$ cat src/rtl/pipe_hazard_tracker_pkg.sv
// Shared constants and helpers for the pipeline hazard tracker.
// Default widths plus the write-enable gating rule used by every stage.
package pipe_hazard_tracker_pkg;

  localparam int ADDR_W_DEF = 5;
  localparam int PERF_W_DEF = 32;

  // wen, is_load, is_store flags ride with the rd/rt addresses
  localparam int TAG_FLAGS = 3;

  // A write to r0 is never a real hazard, so it is masked here
  function automatic logic wen_gate(
    input logic wen,
    input logic vld,
    input logic nz
  );
    return wen & vld & nz;
  endfunction

endpackage

$ cat src/rtl/pipe_stage_slice.sv
// One pipeline register: valid bit plus packed tag bundle.
// Ports: clk, rst_i (global), srst_i (stage flush), en_i, valid_i/tag_i in, valid_o/tag_o out.
module pipe_stage_slice #(
  parameter int W = 1
) (
  input  logic         clk,
  input  logic         rst_i,
  input  logic         srst_i,
  input  logic         en_i,
  input  logic         valid_i,
  input  logic [W-1:0] tag_i,
  output logic         valid_o,
  output logic [W-1:0] tag_o
);

  logic         valid_q, valid_d;
  logic [W-1:0] tag_q, tag_d;

  always_comb begin
    valid_d = valid_q;
    tag_d   = tag_q;
    if (srst_i) begin
      valid_d = 1'b0;
      tag_d   = '0;
    end else if (en_i) begin
      valid_d = valid_i;
      tag_d   = tag_i;
    end
  end

  always_ff @(posedge clk) begin
    if (rst_i) begin
      valid_q <= 1'b0;
      tag_q   <= '0;
    end else begin
      valid_q <= valid_d;
      tag_q   <= tag_d;
    end
  end

  assign valid_o = valid_q;
  assign tag_o   = tag_q;

endmodule

$ cat src/rtl/pipe_hazard_tracker.sv
// Tracks per-stage valid flags and hazard tags (rd, wen, load/store, rt) through EXE/MEM/WB.
// Ports: per-stage rst/en in, ID decode tags in, stage valids + gated hazard tags + inst_retire out.
// Optional PIPE_PERF_EN adds saturating cycle_cnt, retire_cnt and bubble_cnt outputs.
module pipe_hazard_tracker
  import pipe_hazard_tracker_pkg::*;
#(
  parameter int ADDR_W = ADDR_W_DEF
`ifdef PIPE_PERF_EN
  , parameter int PERF_W = PERF_W_DEF
`endif
) (
  input  logic              clk,
  input  logic              rst,
  input  logic              if_rst,
  input  logic              if_en,
  input  logic              id_rst,
  input  logic              id_en,
  input  logic              exe_rst,
  input  logic              exe_en,
  input  logic              mem_rst,
  input  logic              mem_en,
  input  logic              wb_rst,
  input  logic              wb_en,
  input  logic              id_wb_wen,
  input  logic [ADDR_W-1:0] id_regw_addr,
  input  logic              id_is_load,
  input  logic              id_is_store,
  input  logic [ADDR_W-1:0] id_addr_rt,
  output logic              if_valid,
  output logic              id_valid,
  output logic              exe_valid,
  output logic              mem_valid,
  output logic              wb_valid,
  output logic              is_load_exe,
  output logic              is_store_exe,
  output logic [ADDR_W-1:0] regw_addr_exe,
  output logic              wb_wen_exe,
  output logic              is_load_mem,
  output logic              is_store_mem,
  output logic [ADDR_W-1:0] addr_rt_mem,
  output logic [ADDR_W-1:0] regw_addr_mem,
  output logic              wb_wen_mem,
  output logic [ADDR_W-1:0] regw_addr_wb,
  output logic              wb_wen_wb,
  output logic              inst_retire
`ifdef PIPE_PERF_EN
  ,
  output logic [PERF_W-1:0] cycle_cnt,
  output logic [PERF_W-1:0] retire_cnt,
  output logic [PERF_W-1:0] bubble_cnt
`endif
);

  // Tag layout: {wen, load, store, rt, rd}
  localparam int TW    = 2 * ADDR_W + TAG_FLAGS;
  localparam int I_ST  = 2 * ADDR_W;
  localparam int I_LD  = 2 * ADDR_W + 1;
  localparam int I_WEN = 2 * ADDR_W + 2;

  logic if_valid_q, if_valid_d;
  logic id_valid_q, id_valid_d;

  always_comb begin
    if_valid_d = if_valid_q;
    if (if_rst)     if_valid_d = 1'b0;
    else if (if_en) if_valid_d = 1'b1;
  end

  always_comb begin
    id_valid_d = id_valid_q;
    if (id_rst)     id_valid_d = 1'b0;
    else if (id_en) id_valid_d = if_valid_q;
  end

  always_ff @(posedge clk) begin
    if (rst) begin
      if_valid_q <= 1'b0;
      id_valid_q <= 1'b0;
    end else begin
      if_valid_q <= if_valid_d;
      id_valid_q <= id_valid_d;
    end
  end

  logic [TW-1:0]     exe_tag_in, exe_tag, mem_tag;
  logic [ADDR_W:0]   wb_tag_in, wb_tag;
  logic              exe_v, mem_v, wb_v;

  assign exe_tag_in = {id_wb_wen, id_is_load, id_is_store,
                       id_addr_rt, id_regw_addr};

  pipe_stage_slice #(.W(TW)) u_exe (
    .clk     (clk),
    .rst_i   (rst),
    .srst_i  (exe_rst),
    .en_i    (exe_en),
    .valid_i (id_valid_q),
    .tag_i   (exe_tag_in),
    .valid_o (exe_v),
    .tag_o   (exe_tag)
  );

  pipe_stage_slice #(.W(TW)) u_mem (
    .clk     (clk),
    .rst_i   (rst),
    .srst_i  (mem_rst),
    .en_i    (mem_en),
    .valid_i (exe_v),
    .tag_i   (exe_tag),
    .valid_o (mem_v),
    .tag_o   (mem_tag)
  );

  // WB only needs the write-back part of the bundle
  assign wb_tag_in = {mem_tag[I_WEN], mem_tag[ADDR_W-1:0]};

  pipe_stage_slice #(.W(ADDR_W + 1)) u_wb (
    .clk     (clk),
    .rst_i   (rst),
    .srst_i  (wb_rst),
    .en_i    (wb_en),
    .valid_i (mem_v),
    .tag_i   (wb_tag_in),
    .valid_o (wb_v),
    .tag_o   (wb_tag)
  );

  assign if_valid  = if_valid_q;
  assign id_valid  = id_valid_q;
  assign exe_valid = exe_v;
  assign mem_valid = mem_v;
  assign wb_valid  = wb_v;

  assign is_load_exe   = exe_tag[I_LD] & exe_v;
  assign is_store_exe  = exe_tag[I_ST] & exe_v;
  assign regw_addr_exe = exe_tag[ADDR_W-1:0];
  assign wb_wen_exe    = wen_gate(exe_tag[I_WEN], exe_v,
                                  |exe_tag[ADDR_W-1:0]);

  assign is_load_mem   = mem_tag[I_LD] & mem_v;
  assign is_store_mem  = mem_tag[I_ST] & mem_v;
  assign addr_rt_mem   = mem_tag[2*ADDR_W-1:ADDR_W];
  assign regw_addr_mem = mem_tag[ADDR_W-1:0];
  assign wb_wen_mem    = wen_gate(mem_tag[I_WEN], mem_v,
                                  |mem_tag[ADDR_W-1:0]);

  assign regw_addr_wb  = wb_tag[ADDR_W-1:0];
  assign wb_wen_wb     = wen_gate(wb_tag[ADDR_W], wb_v,
                                  |wb_tag[ADDR_W-1:0]);

  assign inst_retire = wb_v & wb_en & ~wb_rst & ~rst;

`ifdef PIPE_PERF_EN
  logic [PERF_W-1:0] cyc_q, cyc_d;
  logic [PERF_W-1:0] ret_q, ret_d;
  logic [PERF_W-1:0] bub_q, bub_d;
  logic              bubble;

  // A flush always loads a bubble; an enable loads one if ID is empty
  assign bubble = (exe_en | exe_rst) & (exe_rst | ~id_valid_q);

  always_comb begin
    cyc_d = cyc_q;
    ret_d = ret_q;
    bub_d = bub_q;
    if (~&cyc_q)                cyc_d = cyc_q + PERF_W'(1);
    if (inst_retire && ~&ret_q) ret_d = ret_q + PERF_W'(1);
    if (bubble && ~&bub_q)      bub_d = bub_q + PERF_W'(1);
  end

  always_ff @(posedge clk) begin
    if (rst) begin
      cyc_q <= '0;
      ret_q <= '0;
      bub_q <= '0;
    end else begin
      cyc_q <= cyc_d;
      ret_q <= ret_d;
      bub_q <= bub_d;
    end
  end

  assign cycle_cnt  = cyc_q;
  assign retire_cnt = ret_q;
  assign bubble_cnt = bub_q;
`endif

endmodule

$ cat config.mk
export PLATFORM = sky130hd
export DESIGN_NAME = pipe_hazard_tracker
export DESIGN_NICKNAME = d
export VERILOG_FILES = /design/src/rtl/pipe_hazard_tracker_pkg.sv /design/src/rtl/pipe_stage_slice.sv /design/src/rtl/pipe_hazard_tracker.sv
export SDC_FILE = /design/constraint.sdc
export NUM_CORES = 1
export LEC_CHECK = 0
export BUFFER_PORTS_ARGS = -buffer_cell sky130_fd_sc_hd__buf_2
export CAP_MARGIN = 20
export CORE_AREA = 2 2 61 63
export DETAILED_ROUTE_END_ITERATION = 8
export DIE_AREA = 0 0 63 65
export PLACE_DENSITY = 0.76
export REMOVE_ABC_BUFFERS = 1
export SLEW_MARGIN = 20
export SYNTH_ARGS = -nofsm -noshare
export SYNTH_HDL_FRONTEND = slang
export SYNTH_SLANG_ARGS = --single-unit
export TNS_END_PERCENT = 50
$ cat constraint.sdc
create_clock -name clk -period 1.2 [get_ports clk]
set_input_delay 0.06 -clock clk [delete_from_list [all_inputs] [get_ports clk]]
set_output_delay 0.06 -clock clk [all_outputs]
set_load 0.02 [all_outputs]
After elaboration in Yosys (flattened, before gate mapping)
Index checks and enable logic that the tools add are counted.

operators by class
  bitwise logic cells = 15
  reduce and logical (&&, ||, !) cells = 8

operators by type and width
  cell             count
  $reduce_or 5->1  3
  $and 1x1->1      13
  $reduce_or 2->1  5
  $not 1->1        2

word-level totals
  logic and storage cells = 31
  output and inout bits = 33
  input bits = 25
  flip-flop bits (word level) = 37

Logic depth before layout (Yosys ltp)
Gate-level depths: netlist of the first run.

  depth after elaboration = 3
  depth in mapped cells = 4
  mapped depth without buffers = 2

Cells and area by module
Synthesis of the first run repeated with hierarchy kept, for this count alone.

unflattened totals
  cells, all modules = 136
  area, all modules = 1,440.1 sq um

modules (own cells, without submodules)
  module                         seq. area each (sq um)  area each (sq um)  cells an instance  instances
  pipe_stage_slice at u_exe ...  280.3                   520.5              47                 2
  pipe_stage_slice at u_wb       140.1                   252.7              24                 1
  pipe_hazard_tracker            40.0                    146.4              18                 1

Worst setup path after synthesis of the first run
No wires, ideal clock.

  path kind = register to output
  from = register u_mem.tag_q[0], in the netlist u_mem.tag_o[0]
  to = output wb_wen_mem
  slack = 0.111 ns
  data arrival time = 1.029 ns
  path buffers = 0
  required time = 1.140 ns
  cell stages (with the launch flop) = 3
  cell sequence = dfxtp_1 or3_1 o311a_1

between the ends
  cells in the longest elaborated chain, start to end = 2

RTL lines
  item                      RTL line                       source
  start: declaration        pipe_stage_slice.sv:17         logic [W-1:0] tag_q, tag_d;
  start signal: assignment  pipe_stage_slice.sv:37         tag_q <= tag_d;
  $reduce_or 5->1           pipe_hazard_tracker.sv:145     |mem_tag[ADDR_W-1:0]);
  $and 1x1->1               pipe_hazard_tracker_pkg.sv:17  return wen & vld & nz;
  end: declaration          pipe_hazard_tracker.sv:42      output logic wb_wen_mem,

No other way between the ends.

Worst setup path in the final report of the first run
  from = register u_exe.tag_q[0], in the netlist u_exe.tag_o[0]
  to = output wb_wen_exe

between the ends
  cells in the longest elaborated chain, start to end = 2

RTL lines
  item                      RTL line                       source
  start: declaration        pipe_stage_slice.sv:17
  start signal: assignment  pipe_stage_slice.sv:37
  $reduce_or 5->1           pipe_hazard_tracker.sv:138     |exe_tag[ADDR_W-1:0]);
  $and 1x1->1               pipe_hazard_tracker_pkg.sv:17
  end: declaration          pipe_hazard_tracker.sv:37      output logic wb_wen_exe,

No other way between the ends.

==> metrics.md, run 1 <==
| Metric | Value |
|---|---|
| Run status | `complete, but fails checks` |
| Failing checks | `setup timing` |
| Die Y-Extent | `65 µm` |
| Final Skew | `0.0102 ns` |
| Count of inserted antenna diode cells | `0` |
| Top cells by area, synth | `dfxtp_1 47%, mux2i_1 23%, buf_4 11%, nor2_1 8.9%, o311a_1 1.9%` |
| Dpl cells | `239` |
| Post-route cell area | `0.00202 mm²` |
| Port Buf Inserts | `57` |
| Worst min path class | `in2reg` |
| Die area | `0.00410 mm²` |
| Logic pwr share | `0.106` |
| RePlAce Congestion | `0.639` |
| Ports | `58` |
| Power Dens Cells | `1090 mW/mm²` |
| Highest-count cells in the layout ignoring fill and taps | `55 x buf_2, 37 x nor2_1, 36 x mux2i_1, 31 x dfxtp_1, 17 x dlygate4sd3_1` |
| Data arrival time at the worst-slack endpoint | `1.47 ns` |
| Final period utilization | `1.27` |
| Post-route non-filler standard cell count | `265` |
| Most common cell after layout, fill and taps aside | `buf_2` |
| H-tree depth | `2` |
| Nature of the critical path endpoint | `output pin` |
| Slew headroom | `0.705` |
| First-iteration detailed-routing DRC count | `31` |
| Share of post-route cells with drive strength above 1 | `0.378` |
| Core Region | `0.00350 mm²` |
| Post-detailed-route wirelength per cell | `12.8 µm` |
| Final setup violation count | `3` |
| Post-synthesis register bit count | `37` |
| Global-route usage over all layers | `0.177` |
| CTS Sinks | `37` |
| CP required | `1.14 ns` |
| Routed Wire Length | `3400 µm` |
| Via density per instance | `4.64` |
| Yosys warns | `0` |
| Total standard cell area after synthesis | `0.00156 mm²` |
| Post-Syn Instances | `156` |
| Part of the total power dissipated in sequential elements | `0.570` |
| Insertion delay of the later-clocked pin in the worst-skew pair | `0.32 ns` |
| Power Internal | `1.71 mW` |
| Cell type with the highest aggregate area in the netlist | `dfxtp_1` |
| Switching power summed over all nets | `0.498 mW` |
| X dimension of the die | `63 µm` |
| Crit path kind | `reg2out` |
| Worst-case clock buffer depth | `2` |
| Instance area at placement | `0.00175 mm²` |
| Number of CTS-inserted buffers | `5` |
| Sum of negative setup slack | `-0.954 ns` |
| First-pass GRT wire length | `5630 µm` |
| P_leak | `1.05 nW` |
| Highest ir drop seen on vdd | `0.760 mV` |
| Sequential cell area fraction in the yosys report | `0.474` |
| Unrepaired setup endpoints after global routing | `yes` |
| Remaining design rule violation count | `0` |
| Largest net degree at the start of global routing | `15` |
| Clock-pin slew reported for the worst setup and hold paths after clock tree synthesis | `0.10 ns` |
| Final antenna-violating net count | `0` |
| Vias in the first global route | `1248` |
| Final worst hold slack | `0.0309 ns` |
| Layout area overhead | `29.5%` |
| Final setup margin | `-0.326 ns` |
| Mean Syn Cell Area | `10.0 µm²` |
| Clock root buffer | `clkbuf_4` |
| Effective utilization at floorplan | `0.447` |
| Number of maximum-capacitance constraint violations | `0` |
| Maximum fanout along the worst path | `2` |
| Standard-cell row count | `22` |
| Number of pins with negative max-slew slack in the final report | `0` |
| Maximum clock frequency | `655 MHz` |
| HPWL Detailed | `2270 µm` |
| Number of hold-slack violations in the final timing report | `0` |
| Sw Share | `0.225` |
| Number of distinct library cells after synthesis | `14` |
| Initial antenna violation count | `0` |
| GR Overflow Total | `0` |
| Clock Power Share | `0.324` |
| Overall via count from detail_route | `1230` |
| Final net count | `241` |
| Time the worst path needs with I/O delays and setup | `1.53 ns` |
| First-pass detailed-route iteration total | `4` |
| Kind of launch point of the worst setup path | `register` |
| TritonCTS clock tree | `yes` |
| Area fraction of the dominant cell type after synthesis | `0.474` |
| Number of fill cells | `317` |
| Measured slew at the worst slew-check pin | `0.442 ns` |
-- per-stage QoR --
step	total power, mW	worst slack [ns]	util
after CTS	2.23	-0.334	0.572
after global routing	2.32	-0.380	0.579
after global placement	1.47	0.0393	0.501
after floorplan	1.37	0.0242	-
final	2.21	-0.326	0.579
after detailed placement	1.48	0.0239	0.501
-- final cells by class --
cell class,count,area (µm²),area share
clock inverters,1,5.00,0.00247
flip-flops and latches,37,748,0.370
clock buffers,7,65.1,0.0321
well taps,48,60.1,0.0297
repair buffers,83,536,0.265
multi-input cells,89,611,0.302
-- cell families (layout without fill, tap and decap cells) --
family,count (synthesis),count (layout),share of synthesized area
compound gates,3,3,0.0192
flops,37,37,0.474
mux,36,36,0.231
simple gates,50,50,0.138
buf+inv,30,91,0.139
-- Yosys cell counts --
library cell	instances
and2_1	4
buf_2	5
buf_4	22
buf_6	2
clkbuf_1	1
dfxtp_1	37
mux2i_1	36
nand2_1	1
nor2_1	37
nor3_1	2
o311a_1	3
or2_1	2
or2_2	1
or3_1	3
-- state kept, by name (all words and copies together) (netlist names) --
register       cells
u_mem.valid_o      1
u_exe.valid_o      1
if_valid           1
u_wb.tag_o         6
u_exe.tag_o       13
id_valid           1
u_wb.valid_o       1
u_mem.tag_o       13
-- worst max-delay path: stages (launching register included) --
cell,delay [ns]
dfxtp_2,0.33
or3_1,0.37
o311a_1,0.31
buf_6,0.14
-- power by group through the flow --
stage,logic [mW],clock network [mW],registers [mW]
after global placement,0.187,0,1.29
after global routing,0.254,0.803,1.26
after detailed placement,0.190,0,1.29
after floorplan,0.0728,0,1.30
after CTS,0.230,0.738,1.26
final,0.234,0.717,1.26
-- path summary, 6_finish.rpt --
kind,startpoint,endpoint,slack (ns),cells after the start
max,u_exe.tag_o[0]$_SDFFE_PP0P_,wb_wen_exe,-0.33,3
min,id_en,id_valid$_SDFFE_PP0P_,0.03,3
max reg2reg,if_valid$_SDFFE_PP0P_,if_valid$_SDFFE_PP0P_,0.08,3
min reg2reg,u_mem.tag_o[11]$_SDFFE_PP0P_,u_mem.tag_o[11]$_SDFFE_PP0P_,0.51,2
-- routing by layer --
layer,vias up,GRT usage,share of wire
met5,-,0,0
met4,0,0.0500,0.011
met3,4,0.0590,0.063
met2,43,0.328,0.50
met1,567,0.190,0.43
li1,616,-,-
-- what timing repair did --
action,CTS,global route
hold endpoints to repair,15,1
setup buffers,0,1
endpoints found under the setup margin,3,9
gates resized for setup,3,8
hold buffers,17,1
cloned,0,0
pin swaps,0,0
(Power assumes the default switching activity.)
==> run 2, diff against run 1 <==
--- a/config.mk
+++ b/config.mk
@@ -6,11 +6,10 @@
 export NUM_CORES = 1
 export LEC_CHECK = 0
 export BUFFER_PORTS_ARGS = -buffer_cell sky130_fd_sc_hd__buf_2
-export CAP_MARGIN = 20
-export CORE_AREA = 2 2 61 63
+export CORE_AREA = 2 2 62 64
 export DETAILED_ROUTE_END_ITERATION = 8
-export DIE_AREA = 0 0 63 65
-export PLACE_DENSITY = 0.76
+export DIE_AREA = 0 0 64 66
+export PLACE_DENSITY = 0.74
 export REMOVE_ABC_BUFFERS = 1
 export SLEW_MARGIN = 20
 export SYNTH_ARGS = -nofsm -noshare
==> constraint.sdc (replaced) <==
create_clock -name clk -period 1.2 [get_ports clk]
set_input_delay 0.24 -clock clk [delete_from_list [all_inputs] [get_ports clk]]
set_output_delay 0.24 -clock clk [all_outputs]
set_load 0.02 [all_outputs]
==> run 2 against run 1 <==
- the flow still finishes with violations (setup timing)
- critical path depth stayed put
- setup slack worse by 0.22 ns
- global-route usage shrank 0.89 points
- register-to-register slack improved by 0.32 ns
- flip-flop and latch count did not move
- cell count decreased by 3.8%
- critical path type unchanged
- critical endpoint unchanged
- largest cell class unchanged
- largest power group unchanged
==> metrics.md, run 2 (synthesis gave the netlist of run 1 again) <==
| Metric | Value |
|---|---|
| Combined buffer and inverter count along the critical path | `1` |
| Unrepaired setup endpoints after global routing | `yes` |
| Measured slew at the worst slew-check pin | `0.513 ns` |
| Post-route cell area | `0.00207 mm²` |
| Count of inserted antenna diode cells | `0` |
| Final worst hold slack | `0.0306 ns` |
| Kind of launch point of the worst setup path | `register` |
| Cells along the critical path | `or3_1 > o311a_1 > buf_2` |
| Worst slack at placement | `-0.144 ns` |
| Sum of negative setup slack | `-1.73 ns` |
| Clock-pin slew reported for the worst setup and hold paths after clock tree synthesis | `0.11 ns` |
| H-tree depth | `2` |
| CTS Sinks | `37` |
| Remaining design rule violation count | `0` |
| P_leak | `1.05 nW` |
| Final period utilization | `1.46` |
| Highest ir drop seen on vdd | `0.830 mV` |
| Crit path kind | `reg2out` |
| RePlAce Congestion | `0.795` |
| Maximum single-stage delay on the critical path | `0.38 ns` |
| Instance area at placement | `0.00180 mm²` |
| Hold path cells | `2` |
| FF-to-FF path depth | `3` |
| Number of pins with negative max-slew slack in the final report | `0` |
| Most common cell after layout, fill and taps aside | `buf_2` |
| Die area | `0.00422 mm²` |
| Ports | `58` |
| Effective utilization at floorplan | `0.440` |
| Layout area overhead | `32.2%` |
| Final setup violation count | `9` |
| Nature of the critical path endpoint | `output pin` |
| GR Overflow Total | `0` |
| X dimension of the die | `64 µm` |
| Slew headroom | `0.658` |
| Maximum fanout along the worst path | `2` |
| Worst-case clock buffer depth | `2` |
| Via density per instance | `4.65` |
| Post-detailed-route wirelength per cell | `12.8 µm` |
| Vias in the first global route | `1095` |
| Number of fill cells | `298` |
| TritonCTS clock tree | `yes` |
| Levels on crit path | `3` |
| Final net count | `231` |
| Slowest cell on crit path | `or3_1` |
| Global-route usage over all layers | `0.168` |
| Standard-cell row count | `22` |
| Die Y-Extent | `66 µm` |
| Routed Wire Length | `3260 µm` |
| Dpl cells | `245` |
| Share of the core filled with cells | `0.582` |
| Core Region | `0.00355 mm²` |
| Final Skew | `0.00658 ns` |
| Highest-count cells in the layout ignoring fill and taps | `38 x buf_2, 37 x nor2_1, 36 x mux2i_1, 23 x dfxtp_1, 19 x buf_6` |
| Number of CTS-inserted buffers | `5` |
| Worst min path class | `in2reg` |
| Initial antenna violation count | `0` |
| Time the worst path needs with I/O delays and setup | `1.75 ns` |
| First-pass detailed-route iteration total | `4` |
| CP required | `0.96 ns` |
| Data arrival time at the worst-slack endpoint | `1.51 ns` |
| Final antenna-violating net count | `0` |
| Run status | `complete, but fails checks` |
| Share of post-route cells with drive strength above 1 | `0.483` |
| Largest net degree at the start of global routing | `15` |
| Cell family with the largest share of critical-path delay | `simple AND/OR/NAND/NOR gates` |
| Post-route non-filler standard cell count | `255` |
| First-iteration detailed-routing DRC count | `42` |
| HPWL Detailed | `2230 µm` |
| Port Buf Inserts | `57` |
| Number of hold-slack violations in the final timing report | `0` |
| Overall via count from detail_route | `1185` |
| Clock root buffer | `clkbuf_4` |
| First-pass GRT wire length | `5260 µm` |
| Number of maximum-capacitance constraint violations | `0` |
| Power Dens Cells | `1220 mW/mm²` |
| Total power | `2.51 mW` |
| Final setup margin | `-0.546 ns` |
| CTS hold repair buffers | `0` |
| Maximum clock frequency | `573 MHz` |
| Failing checks | `setup timing` |
| Insertion delay of the later-clocked pin in the worst-skew pair | `0.34 ns` |
-- run 2: changes by cell type in the layout (fill, tap and decap cells not counted), moves of 6 or more --
cell,before,now
dfxtp_1,31,23
dfxtp_2,6,12
buf_6,2,19
buf_2,55,38
buf_4,9,16
dlygate4sd3_1,17,0
-- run 2: final timing paths --
kind / slack [ns] / endpoint / start
max reg2reg: 0.40 / u_exe.valid_o$_SDFFE_PP0P_ / u_exe.valid_o$_SDFFE_PP0P_
max: -0.55 / wb_wen_exe / u_exe.tag_o[0]$_SDFFE_PP0P_
min: 0.03 / id_valid$_SDFFE_PP0P_ / id_rst
min reg2reg: 0.50 / u_exe.tag_o[8]$_SDFFE_PP0P_ / u_exe.tag_o[8]$_SDFFE_PP0P_
-- run 2: area by class of cell --
| cell class | instances | area, µm² | area share |
|---|---|---|---|
| Clock buffer | 5 | 37.5 | 0.0182 |
| Clock inverter | 3 | 65.1 | 0.0315 |
| Multi-Input combinational cell | 89 | 616 | 0.298 |
| Sequential cell | 37 | 763 | 0.369 |
| Tap cell | 48 | 60.1 | 0.0291 |
| Timing Repair Buffer | 73 | 524 | 0.254 |
-- run 2: repair_timing --
action	CTS	global route
pin swaps	2	1
setup endpoints to repair	15	24
gates resized for setup	28	30
endpoints found under the hold margin	0	0
buffers inserted	2	0
-- run 2: routing by layer --
| metal | vias to the layer above | global-route usage | part of all wire |
|---|---|---|---|
| met4 | 0 | 0.114 | 0.026 |
| met2 | 42 | 0.258 | 0.46 |
| met3 | 8 | 0.0392 | 0.063 |
| met5 | - | 0 | 0 |
| met1 | 539 | 0.209 | 0.45 |
| li1 | 596 | - | - |
-- run 2: power by group --
group          total [mW]  switching (mW)  internal [mW]
Combinational       0.203           0.102          0.101
Clock                1.06           0.411          0.645
Sequential           1.26          0.0122           1.24
Total                2.51           0.525           1.99
==> run 3, diff against run 2 <==
--- a/config.mk
+++ b/config.mk
@@ -6,10 +6,10 @@
 export NUM_CORES = 1
 export LEC_CHECK = 0
 export BUFFER_PORTS_ARGS = -buffer_cell sky130_fd_sc_hd__buf_2
-export CORE_AREA = 2 2 62 64
+export CORE_AREA = 2 2 61 63
 export DETAILED_ROUTE_END_ITERATION = 8
-export DIE_AREA = 0 0 64 66
-export PLACE_DENSITY = 0.74
+export DIE_AREA = 0 0 63 65
+export PLACE_DENSITY = 0.76
 export REMOVE_ABC_BUFFERS = 1
 export SLEW_MARGIN = 20
 export SYNTH_ARGS = -nofsm -noshare
==> run 3 against run 2 <==
- the run still ends with setup timing left
- utilization rose by 0.13 points
- flip-flop and latch count did not move
- cell count rose by 0.39%
- maximum frequency rose by 0.98%
- sequential share of layout area rose by 0.31 points
- hold slack improved by 0.025 ns
- largest cell class unchanged
- register-to-register slack improved by 0.04 ns
- critical path depth did not move
- clock power fell by 43%
- combinational power rose by 6%
- highest routed layer unchanged
- non-clock buffer count rose by 1
==> metrics.md, run 3 (synthesis gave the netlist of run 1 again) <==
| Metric | Value |
|---|---|
| Via density per instance | `4.58` |
| Unrepaired setup endpoints after global routing | `yes` |
| Ports | `58` |
| Sum of negative setup slack | `-1.60 ns` |
| Kind of launch point of the worst setup path | `register` |
| Die area | `0.00410 mm²` |
| Data arrival time at the worst-slack endpoint | `1.49 ns` |
| Power Dens Cells | `1020 mW/mm²` |
| Remaining design rule violation count | `0` |
| Time the worst path needs with I/O delays and setup | `1.73 ns` |
| Final setup violation count | `8` |
| Clock root buffer | `clkbuf_4` |
| Final setup margin | `-0.529 ns` |
| Crit path kind | `reg2out` |
| Final antenna-violating net count | `0` |
| First-pass detailed-route iteration total | `4` |
| Count of inserted antenna diode cells | `0` |
| HPWL Detailed | `2280 µm` |
| Number of CTS-inserted buffers | `5` |
| Standard-cell row count | `22` |
| Startpoint of the lowest-slack register-to-register path | `u_exe.tag_o[3]$_SDFFE_PP0P_` |
| Start point of the worst min-delay path | `id_rst` |
| Maximum clock frequency | `578 MHz` |
| Global-route usage over all layers | `0.159` |
| Final Skew | `0.00272 ns` |
| Slew headroom | `0.660` |
| Hold path cells | `2` |
| Highest-count cells in the layout ignoring fill and taps | `38 x buf_2, 37 x nor2_1, 36 x mux2i_1, 26 x dfxtp_1` |
| CP required | `0.96 ns` |
| P_leak | `1.03 nW` |
| Share of post-route cells with drive strength above 1 | `0.462` |
| Initial antenna violation count | `0` |
| Vias in the first global route | `1102` |
| Nature of the critical path endpoint | `output pin` |
| Most common cell after layout, fill and taps aside | `buf_2` |
| CTS Sinks | `37` |
| Slack of the worst reg-to-reg path | `0.44 ns` |
| H-tree depth | `2` |
| TritonCTS clock tree | `yes` |
| Largest net degree at the start of global routing | `15` |
| GR Overflow Total | `0` |
| First-pass GRT wire length | `5000 µm` |
| End of the worst hold path | `id_valid$_SDFFE_PP0P_` |
| Worst min path class | `in2reg` |
| X dimension of the die | `63 µm` |
| Measured slew at the worst slew-check pin | `0.509 ns` |
| Post-detailed-route wirelength per cell | `12.0 µm` |
| Number of pins with negative max-slew slack in the final report | `0` |
| Maximum fanout along the worst path | `2` |
| Worst slack at placement | `-0.172 ns` |
| RePlAce Congestion | `0.658` |
| Insertion delay of the later-clocked pin in the worst-skew pair | `0.33 ns` |
| Failing checks | `setup timing` |
| Port Buf Inserts | `57` |
| Core Region | `0.00350 mm²` |
| Die Y-Extent | `65 µm` |
| Routed Wire Length | `3070 µm` |
| Number of maximum-capacitance constraint violations | `0` |
| FF-to-FF path depth | `3` |
| Run status | `complete, but fails checks` |
| Final period utilization | `1.44` |
| Layout area overhead | `30.4%` |
| Effective utilization at floorplan | `0.447` |
| Worst R2R End | `u_mem.tag_o[3]$_SDFFE_PP0P_` |
| Worst-case clock buffer depth | `2` |
| First-iteration detailed-routing DRC count | `20` |
| Overall via count from detail_route | `1173` |
| Highest ir drop seen on vdd | `0.681 mV` |
| Clock-pin slew reported for the worst setup and hold paths after clock tree synthesis | `0.10 ns` |
| Number of hold-slack violations in the final timing report | `0` |
| Final net count | `232` |
run 3: power breakdown:
group	switching, mW	internal [mW]	total [mW]	leakage, nW
clock	0.366	0.234	0.599	0.0265
combinational	0.102	0.114	0.216	0.702
sequential	0.0128	1.24	1.26	0.306
total	0.481	1.59	2.07	1.03
run 3: how the worst max path moves through the flow:
stage,from,to,slack [ns],cells after the start
2_1_floorplan,u_exe.tag_o[0]$_SDFFE_PP0P_,wb_wen_exe,-0.16,2
3_3_place_gp,u_mem.tag_o[0]$_SDFFE_PP0P_,wb_wen_mem,-0.14,3
3_5_place_dp,u_mem.tag_o[0]$_SDFFE_PP0P_,wb_wen_mem,-0.17,3
4_1_cts,u_mem.tag_o[0]$_SDFFE_PP0P_,wb_wen_mem,-0.56,3
5_1_grt,u_mem.tag_o[0]$_SDFFE_PP0P_,wb_wen_mem,-0.61,3
6_report,u_mem.tag_o[0]$_SDFFE_PP0P_,wb_wen_mem,-0.53,3
run 3: what timing repair did:
action / 4_1_cts / 5_1_grt
endpoints found under the hold margin: 0 / 0
hold buffers: 0 / 0
setup buffers: 1 / 0
gates resized for setup: 27 / 27
cloned: 0 / 0
endpoints found under the setup margin: 13 / 22
pin swaps: 3 / 0
run 3: per-layer routing:
metal	track usage	up-vias	share of wire	routed length [µm]
met3	0.0816	2	0.10	315
li1	-	595	-	-
met1	0.182	526	0.42	1300
met4	0.0333	0	0.0039	12
met2	0.263	50	0.47	1440
met5	0	-	0	0
run 3: cell type report:
cell class | instances | area [µm²]
Timing Repair Buffer | 74 | 549
Multi-Input combinational cell | 89 | 621
Tap cell | 48 | 60.1
Sequential cell | 37 | 759
Clock buffer | 8 | 48.8
Fill cell | 315 | 1460
run 3: per-stage QoR:
stage	instances	hold slack (ns)	utilization	area (µm²)	total power, mW
floorplan	126	0.317	-	1350	1.37
global placement	247	0.404	0.525	1840	1.49
detailed placement	247	0.405	0.525	1840	1.50
CTS	256	0.0378	0.563	1970	2.10
global route	256	0.0376	0.583	2040	2.18
finish	256	0.0557	0.583	2040	2.07
run 3: worst max-delay path, stage by stage (launching register included):
cell	delay, ns
dfxtp_1	0.32
or3_1	0.38
o311a_1	0.31
buf_2	0.16
